===== src/rtl/ibex_pext_mac32.sv =====
// Multi-cycle 32x32 multiply-accumulate for the P-extension MAC group.
// Builds the 64-bit product from four 17x17 partial products, then accumulates into rd.
module ibex_pext_mac32 (
  input  logic        clk_i,
  input  logic        rst_i,
  input  logic        valid_i,
  input  logic        kill_i,
  input  logic        high_i,
  input  logic        signed_ops_i,
  input  logic [1:0]  alu_sub_i,
  input  logic        rounding_i,
  input  logic [31:0] op_a_i,
  input  logic [31:0] op_b_i,
  input  logic [31:0] acc_i,
  output logic        busy_o,
  output logic        valid_o,
  output logic [31:0] result_o,
  output logic        sat_o
);

  // state | meaning
  // IDLE  | waiting for valid_i
  // MUL   | one partial product per cycle, pp_cnt 0..3
  // ACC   | accumulate, round, saturate; register result
  // DONE  | result strobe
  typedef enum logic [1:0] {IDLE, MUL, ACC, DONE} state_e;

  state_e      state_q;
  logic [1:0]  pp_cnt_q;
  logic [63:0] p_q;
  logic [31:0] a_q, b_q, acc_q, result_q;
  logic        high_q, signed_q, sub_q, round_q, sat_q;

  logic [16:0]        a_lo, a_hi, b_lo, b_hi, opx, opy;
  logic [5:0]         shamt;
  logic signed [33:0] pp;
  logic [63:0]        pp_ext, p_d;

  always_comb begin
    a_lo  = {1'b0, a_q[15:0]};
    b_lo  = {1'b0, b_q[15:0]};
    a_hi  = {signed_q & a_q[31], a_q[31:16]};
    b_hi  = {signed_q & b_q[31], b_q[31:16]};
    opx   = a_lo;
    opy   = b_lo;
    shamt = 6'd0;
    case (pp_cnt_q)
      2'd0: begin opx = a_lo; opy = b_lo; shamt = 6'd0;  end
      2'd1: begin opx = a_lo; opy = b_hi; shamt = 6'd16; end
      2'd2: begin opx = a_hi; opy = b_lo; shamt = 6'd16; end
      default: begin opx = a_hi; opy = b_hi; shamt = 6'd32; end
    endcase
    pp     = $signed(opx) * $signed(opy);
    pp_ext = {{30{pp[33]}}, pp};
    p_d    = p_q + (pp_ext << shamt);
  end

  logic [31:0] low_x, low_res, h_raw, h_rnd, h_sel, acc_res;
  logic [32:0] s33;
  logic        ovf, unf, acc_sat;

  always_comb begin
    low_x   = p_q[31:0];
    low_res = sub_q ? (acc_q - low_x) : (acc_q + low_x);
    h_raw   = p_q[63:32];
    // Adding 2^31 carries into bit 32 exactly when P[31] is set.
    h_rnd   = p_q[63:32] + {31'd0, p_q[31]};
    h_sel   = round_q ? h_rnd : h_raw;
    s33     = sub_q ? ({acc_q[31], acc_q} - {h_sel[31], h_sel})
                    : ({acc_q[31], acc_q} + {h_sel[31], h_sel});
    ovf     = ~s33[32] & s33[31];
    unf     = s33[32] & ~s33[31];
    acc_res = low_res;
    acc_sat = 1'b0;
    if (high_q) begin
      acc_sat = ovf | unf;
      if (ovf)      acc_res = 32'h7FFF_FFFF;
      else if (unf) acc_res = 32'h8000_0000;
      else          acc_res = s33[31:0];
    end
  end

  always_ff @(posedge clk_i) begin
    if (rst_i) begin
      state_q  <= IDLE;
      pp_cnt_q <= 2'd0;
      p_q      <= 64'd0;
      a_q      <= 32'd0;
      b_q      <= 32'd0;
      acc_q    <= 32'd0;
      high_q   <= 1'b0;
      signed_q <= 1'b0;
      sub_q    <= 1'b0;
      round_q  <= 1'b0;
      result_q <= 32'd0;
      sat_q    <= 1'b0;
    end else begin
      case (state_q)
        IDLE: begin
          if (valid_i && !kill_i) begin
            a_q      <= op_a_i;
            b_q      <= op_b_i;
            acc_q    <= acc_i;
            high_q   <= high_i;
            signed_q <= signed_ops_i;
            sub_q    <= (alu_sub_i == 2'b11);
            round_q  <= rounding_i;
            p_q      <= 64'd0;
            pp_cnt_q <= 2'd0;
            state_q  <= MUL;
          end
        end
        MUL: begin
          if (kill_i) begin
            state_q <= IDLE;
          end else begin
            p_q      <= p_d;
            pp_cnt_q <= pp_cnt_q + 2'd1;
            if (pp_cnt_q == 2'd3) state_q <= ACC;
          end
        end
        ACC: begin
          if (kill_i) begin
            state_q <= IDLE;
          end else begin
            result_q <= acc_res;
            sat_q    <= acc_sat;
            state_q  <= DONE;
          end
        end
        default: state_q <= IDLE;
      endcase
    end
  end

  assign busy_o   = (state_q != IDLE);
  assign valid_o  = (state_q == DONE);
  assign sat_o    = (state_q == DONE) & sat_q;
  assign result_o = result_q;

endmodule


===== config.mk =====
export PLATFORM = sky130hd
export DESIGN_NAME = ibex_pext_mac32
export DESIGN_NICKNAME = d
export VERILOG_FILES = /design/src/rtl/ibex_pext_mac32.sv
export SDC_FILE = /design/constraint.sdc
export NUM_CORES = 2
export LEC_CHECK = 0
export BUFFER_PORTS_ARGS = -buffer_cell sky130_fd_sc_hd__buf_2
export CORE_AREA = 5 5 222 224
export CTS_CLUSTER_DIAMETER = 50
export DETAILED_ROUTE_END_ITERATION = 10
export DIE_AREA = 0 0 227 229
export PLACE_DENSITY = 0.77
export SETUP_SLACK_MARGIN = 0.15
export SYNTH_ARGS = -nofsm -noshare
export SYNTH_HDL_FRONTEND = slang
export SYNTH_SLANG_ARGS = --single-unit

===== constraint.sdc =====
create_clock -name clk_i -period 11.7 [get_ports clk_i]
set_clock_uncertainty 0.05 [all_clocks]
set_input_delay 1.755 -clock clk_i [delete_from_list [all_inputs] [get_ports clk_i]]
set_output_delay 1.755 -clock clk_i [all_outputs]
set_load 0.03 [all_outputs]

* Yosys cells after proc, flatten, opt, wreduce, memory -nomap -nowiden
Cells that the tools add are included.
Widths: inputs -> output; s select.
** Word-level totals
- Register bits :: 201
- Bits of input ports :: 105
- Output and inout port bits :: 35
- Logic and storage cells :: 74
** Cells by class
- Add/subtract/negate cells :: 7
- Multiply operators :: 1
- Eq/ne operators :: 10
- Shift-type cells :: 1
- Muxes and demuxes :: 21
- Bitwise gates (word level) :: 9
- Reductions and logical operators :: 13
** Operator list (number)
- $mux 32 :: 5
- $mux 64 :: 2
- $pmux 64 s2 :: 1
- $add 64x64->64 :: 1
- $shl 64x6->64 :: 1
- $mul 17x17->34 :: 1
- $mux 17 :: 2
- $add 32x32->33 :: 1
- $mux 33 :: 1
- $sub 32x32->33 :: 1
- $add 32x1->32 :: 1
- $add 32x32->32 :: 1
- $sub 32x32->32 :: 1
- $mux 2 :: 6
- $pmux 6 s2 :: 1
- $eq 2x2->1 const B :: 5
- $pmux 2 s3 :: 1
- $reduce_and 2->1 :: 3
- $reduce_or 2->1 :: 3
- $and 1x1->1 :: 5
- $eq 2x1->1 const B :: 2
- $logic_not 2->1 :: 2
- $ne 2x2->1 const B :: 2
- $pmux 2 s2 :: 1
- other kinds (9) :: 12

* Longest topological paths before layout
- Word-level depth :: 9
- Mapped depth :: 45
- Depth with buffers taken out :: 42

* Worst setup path before layout
Ideal clock, no wire load.
- Kind :: reg-to-reg
- From :: reg pp_cnt_q[0]
- To :: reg p_q[58]
- Library setup time :: 122 ps
- Arrival :: 10194 ps
- Data required time :: 11528 ps
- Path slack :: 1333 ps
- Cell stages (with the launch flop) :: 43
- Path buffers :: 4
- Clock period less this slack :: 10367 ps
- Cells stage by stage :: dfxtp_1 > inv_1 > ha_1 > nor2_1 > clkbuf_1 > mux2i_1 > clkbuf_1 > nor2_1 > fa_1 > inv_1 > fa_1 > fa_1 > fa_1 > inv_1 > fa_1 > inv_1 > fa_1 > inv_1 > (+7 left out) > xnor2_1 > nor2_1 > clkbuf_1 > a21oi_1 > o22ai_1 > ha_1 > clkbuf_1 > a21oi_1 > nand2_1 > a21o_1 > a21o_1 > a21o_1 > a21o_1 > a41o_1 > a21o_1 > a31oi_1 > mux2i_1 > nand3_1
** On the way
- Cells in the longest elaborated chain, start to end :: 8
- Elaborated cells on any way between the ends :: 14
- Those cells by class :: add/sub: 1; mul: 1; eq/ne: 2; shift: 1; mux: 5; reduce/logical: 4
** Ends and longest elaborated chain
- start, declared :: RTL line 29 : logic [1:0] pp_cnt_q;
- start signal, assigned :: RTL line 118 : pp_cnt_q <= pp_cnt_q + 2'd1;
- $eq 2x1->1 (tied with other cells) :: RTL line 47 : case (pp_cnt_q)
- $reduce_or 2->1 (no source line)
- $mux 17 :: RTL line 47
- $mul 17x17->34 :: RTL line 53 : pp = $signed(opx) * $signed(opy);
- $shl 64x6->64 (*) :: RTL line 55 : p_d = p_q + (pp_ext << shamt);
- $add 64x64->64 (*) :: RTL line 55
- $mux 64 (*) :: RTL line 114 : if (kill_i) begin
- $pmux 64 s2 (*) :: RTL line 98 : case (state_q)
- end signal, assigned :: RTL line 117 : p_q <= p_d;
- end, declared :: RTL line 30 : logic [63:0] p_q;
Mark *: on every way between the ends. The rest lies on a longest branch, timed or not. The select of a mux whose other input is x is not followed.
A chain may end at the register's enable or synchronous reset.

* Final worst setup path
- From :: reg pp_cnt_q[0]
- To :: reg p_q[62]
The elaborated chain is that of the path after synthesis.

==> results.md <==
* # diodes at 0
* Area of the multi-input gates at approximately 22000 um^2
* Largest area contributor in the netlist: fa_1
* Vias in the first global route at 24059
* DRT Wirelength at 82400 um
* CP delay by family, top: adder cells
* Root buf cell: clkbuf_16
* Synth cell count leaders: nand2_1 (492), inv_1 (396), nor2_1 (388)
* Starting Density at slightly below 60%
* YS warnings at 0
* Unrepaired setup endpoints after global routing: false
* Final count of negative-setup-slack endpoints at 0
* Die Span Y at approximately 230 um
* Setup TNS at 0 ps
* Share of the synthesized area in the top cell type at 21.4%
* Number of max-cap violations at 0
* Max-slew headroom at about a fifth
* Clock latency at the later pin of the worst-skew pair at about 600 ps
* Area Overhead vs Synth at 8.58%
* Sequential Area at between 4000 and 5000 um^2
* Syn_area_per_cell at roughly 8 um^2
* GPL Wtd Cong at 1.06
* Initial antenna violation count at 0
* Final period util at 92.7%
* Hold Crit Class: flip-flop to flip-flop
* FF-to-FF Start: pp_cnt_q[0]$_SDFFE_PP0P_
* Area contributors post-synth: fa_1 (21%), dfxtp_1 (14%), ha_1 (9.9%), nand2_1 (6.6%), a21oi_1 (5.8%)
* R2R setup slack at 850 ps
* R2r endpoint: p_q[62]$_SDFFE_PP0P_
* FP Rows at 80
* Sequential share of the synthesized area at roughly 14%
* Cell variety after synth at 81
* R2R depth at about 40
* Residual DRC count at 0
* Final global-route overflow total at 0
* Worst Tran Pin Value at between 1000 and 1500 ps
* CTS sink count at between 200 and 250
* Minimum clock period at ~11000 ps
* Max frequency at about 92 MHz
* DR WL/cell at between 15 and 20 um
* CP startpoint kind: flip-flop
* P_leak at approximately 14 nW
* Slew Viols, Final at 0
* Gr usage total at a little under a third
* Worst path slowest cell: fa_1
* Fillers at between 4000 and 5000
* Hold Path Cell Cnt at 2
* Clock transition at the registers of the reported paths at around 60 ps
* Die width at 227 um
* Prevailing post-synth register cell: dfxtp_1
* Maximum vdd drop at between 0.15 and 0.2 mV
* Setup Crit Path Kind: flip-flop to flip-flop
* Share of cells above drive strength 1 at ~8.7%
* DRT iter0 DRCs at 2510
* TritonCTS buffer count at 29
* First-pass GRT wire length at between 100000 and 150000 um
* I/O Pins at between 100 and 150
* Clock Tree Buf Depth at 3
* Synth Register Bits at between 200 and 250
* Crit end category: flip-flop
* Synthesized Nets at between 4000 and 5000
* Pwr dens at 75.8 nW/um^2
* Placeable Area at between 40000 and 50000 um^2
* Status: complete, no violations
* Required time of the critical path at between 10000 and 15000 ps
* Final Total Pwr at roughly 2.3 mW
* DR pass1 iterations at 6
* DP HPWL at about 67000 um
* Number of flops mapped to enable cells by yosys at 0
* Largest net degree at the start of global routing at 88
* Nets at ~4300
* Critical path's largest stage delay at 560 ps
* CTS H-Tree Depth at 1
* Die area at roughly 52000 um^2
* Worst EP arrival at about 11000 ps
* Vias/cell at about 6.0
* Hold EP: result_o[26]$_SDFFE_PP0P_
* DRT antenna net count at 0
* Hold wc startpoint: result_o[26]$_SDFFE_PP0P_
* Mapped Cells at 3586
* Worst path bufs/invs at 8
* Port Buf Inserts at 139
* Most numerous cell in the Yosys netlist: nand2_1
* Synth async-reset ratio at 0%
* Syn Std Cell Area at between 20000 and 30000 um^2
* CTS tree: built
* Final Hold Vio Count at 0
* CP max FO at 26
* Via Count at 25834
-- report_power, final --
group / switching (mW) / internal [mW] / total (mW) / leakage (nW)
Sequential: 0.0195 / 0.702 / 0.721 / 1.63
Clock: 0.376 / 0.517 / 0.894 / 0.497
Combinational: 0.426 / 0.261 / 0.687 / 12.1
Total: 0.822 / 1.48 / 2.30 / 14.3
-- kinds of logic (layout without fill, tap and decap cells) --
| group | after synthesis | after routing | synth area share, % |
|---|---|---|---|
| adders and majority gates | 521 | 521 | 31.3 |
| xor gates and xnor gates | 248 | 248 | 7.76 |
| DFF | 201 | 201 | 14.4 |
| and+or+nand+nor | 1187 | 1187 | 18.6 |
| buffers and inverters | 549 | 651 | 7.43 |
| muxes | 67 | 67 | 2.51 |
| AOI/OAI and AO/OA | 813 | 813 | 18.0 |
-- worst max path at each step --
| stage | start | end | cells past startpoint |
|---|---|---|---|
| 3_3_place_gp | pp_cnt_q[0]$_SDFFE_PP0P_ | p_q[56]$_SDFFE_PP0P_ | 37 |
| 6_report | pp_cnt_q[0]$_SDFFE_PP0P_ | p_q[62]$_SDFFE_PP0P_ | 41 |
| 3_5_place_dp | pp_cnt_q[0]$_SDFFE_PP0P_ | p_q[60]$_SDFFE_PP0P_ | 37 |
| 2_1_floorplan | pp_cnt_q[0]$_SDFFE_PP0P_ | p_q[58]$_SDFFE_PP0P_ | 42 |
| 4_1_cts | pp_cnt_q[0]$_SDFFE_PP0P_ | p_q[60]$_SDFFE_PP0P_ | 37 |
| 5_1_grt | pp_cnt_q[0]$_SDFFE_PP0P_ | p_q[54]$_SDFFE_PP0P_ | 41 |
-- layout by cell type (no fill, tap or decap), types with 138 or more instances in the layout --
cell type  netlist  final
inv_1          396    396
ha_1           222    221
nand2_1        492    492
buf_2            8    138
dfxtp_1        201    200
a21oi_1        323    323
xnor2_1        168    168
fa_1           299    298
o21ai_0        142    142
nor2_1         388    384
-- worst reg2reg max path, delay by kind of cell, from the launching register on --
family | cells | cell delay, ps
xor+xnor | 1 | 160
compound gates | 8 | 1910
flops | 1 | 410
simple gates | 14 | 2530
mux | 1 | 530
buf+inv | 8 | 1040
fa+ha+maj | 9 | 4180
-- cell type report --
| type | count | area share, % |
|---|---|---|
| clock buffer | 34 | 2.58 |
| timing repair buffer | 199 | 3.82 |
| inverter | 398 | 4.92 |
| clock inverter | 20 | 0.679 |
| tap | 615 | 2.53 |
| multi-input combinational | 2836 | 72.2 |
| sequential | 201 | 13.2 |
-- stage by stage --
stage | hold slack (ps) | instances | instance area (um^2) | util, % | worst slack, ps
global route | 413 | 4303 | 30400 | 64.5 | 163
global placement | 378 | 4242 | 29300 | 62.1 | 1040
detailed placement | 383 | 4242 | 29300 | 62.1 | 823
CTS | 393 | 4296 | 30300 | 64.2 | 795
floorplan | 377 | 3586 | 28000 | - | 1330
finish | 393 | 4303 | 30400 | 64.5 | 849
-- sequential cells by signal, indices dropped and copies added, names as in the netlist --
signal,count
b_q,32
signed_q,1
result_o,32
sat_q,1
a_q,32
round_q,1
p_q,64
pp_cnt_q,2
high_q,1
sub_q,1
state_q,2
acc_q,32
-- per-layer routing --
metal  track usage, %  share of wire (%)  vias to the layer above
met5                0                  0                        -
met4             6.58                2.2                        0
li1                 -                  -                    12166
met2             46.7                 44                     1095
met3             6.22                9.9                      133
met1             45.2                 44                    12440
-- repair_timing --
item                                    in CTS  in global routing
endpoints found under the setup margin       0                  8
buffers inserted                             0                  7
hold buffers                                 0                  0
resized for setup                            0                  9
No activity file was read; power rests on OpenSTA's default activity.
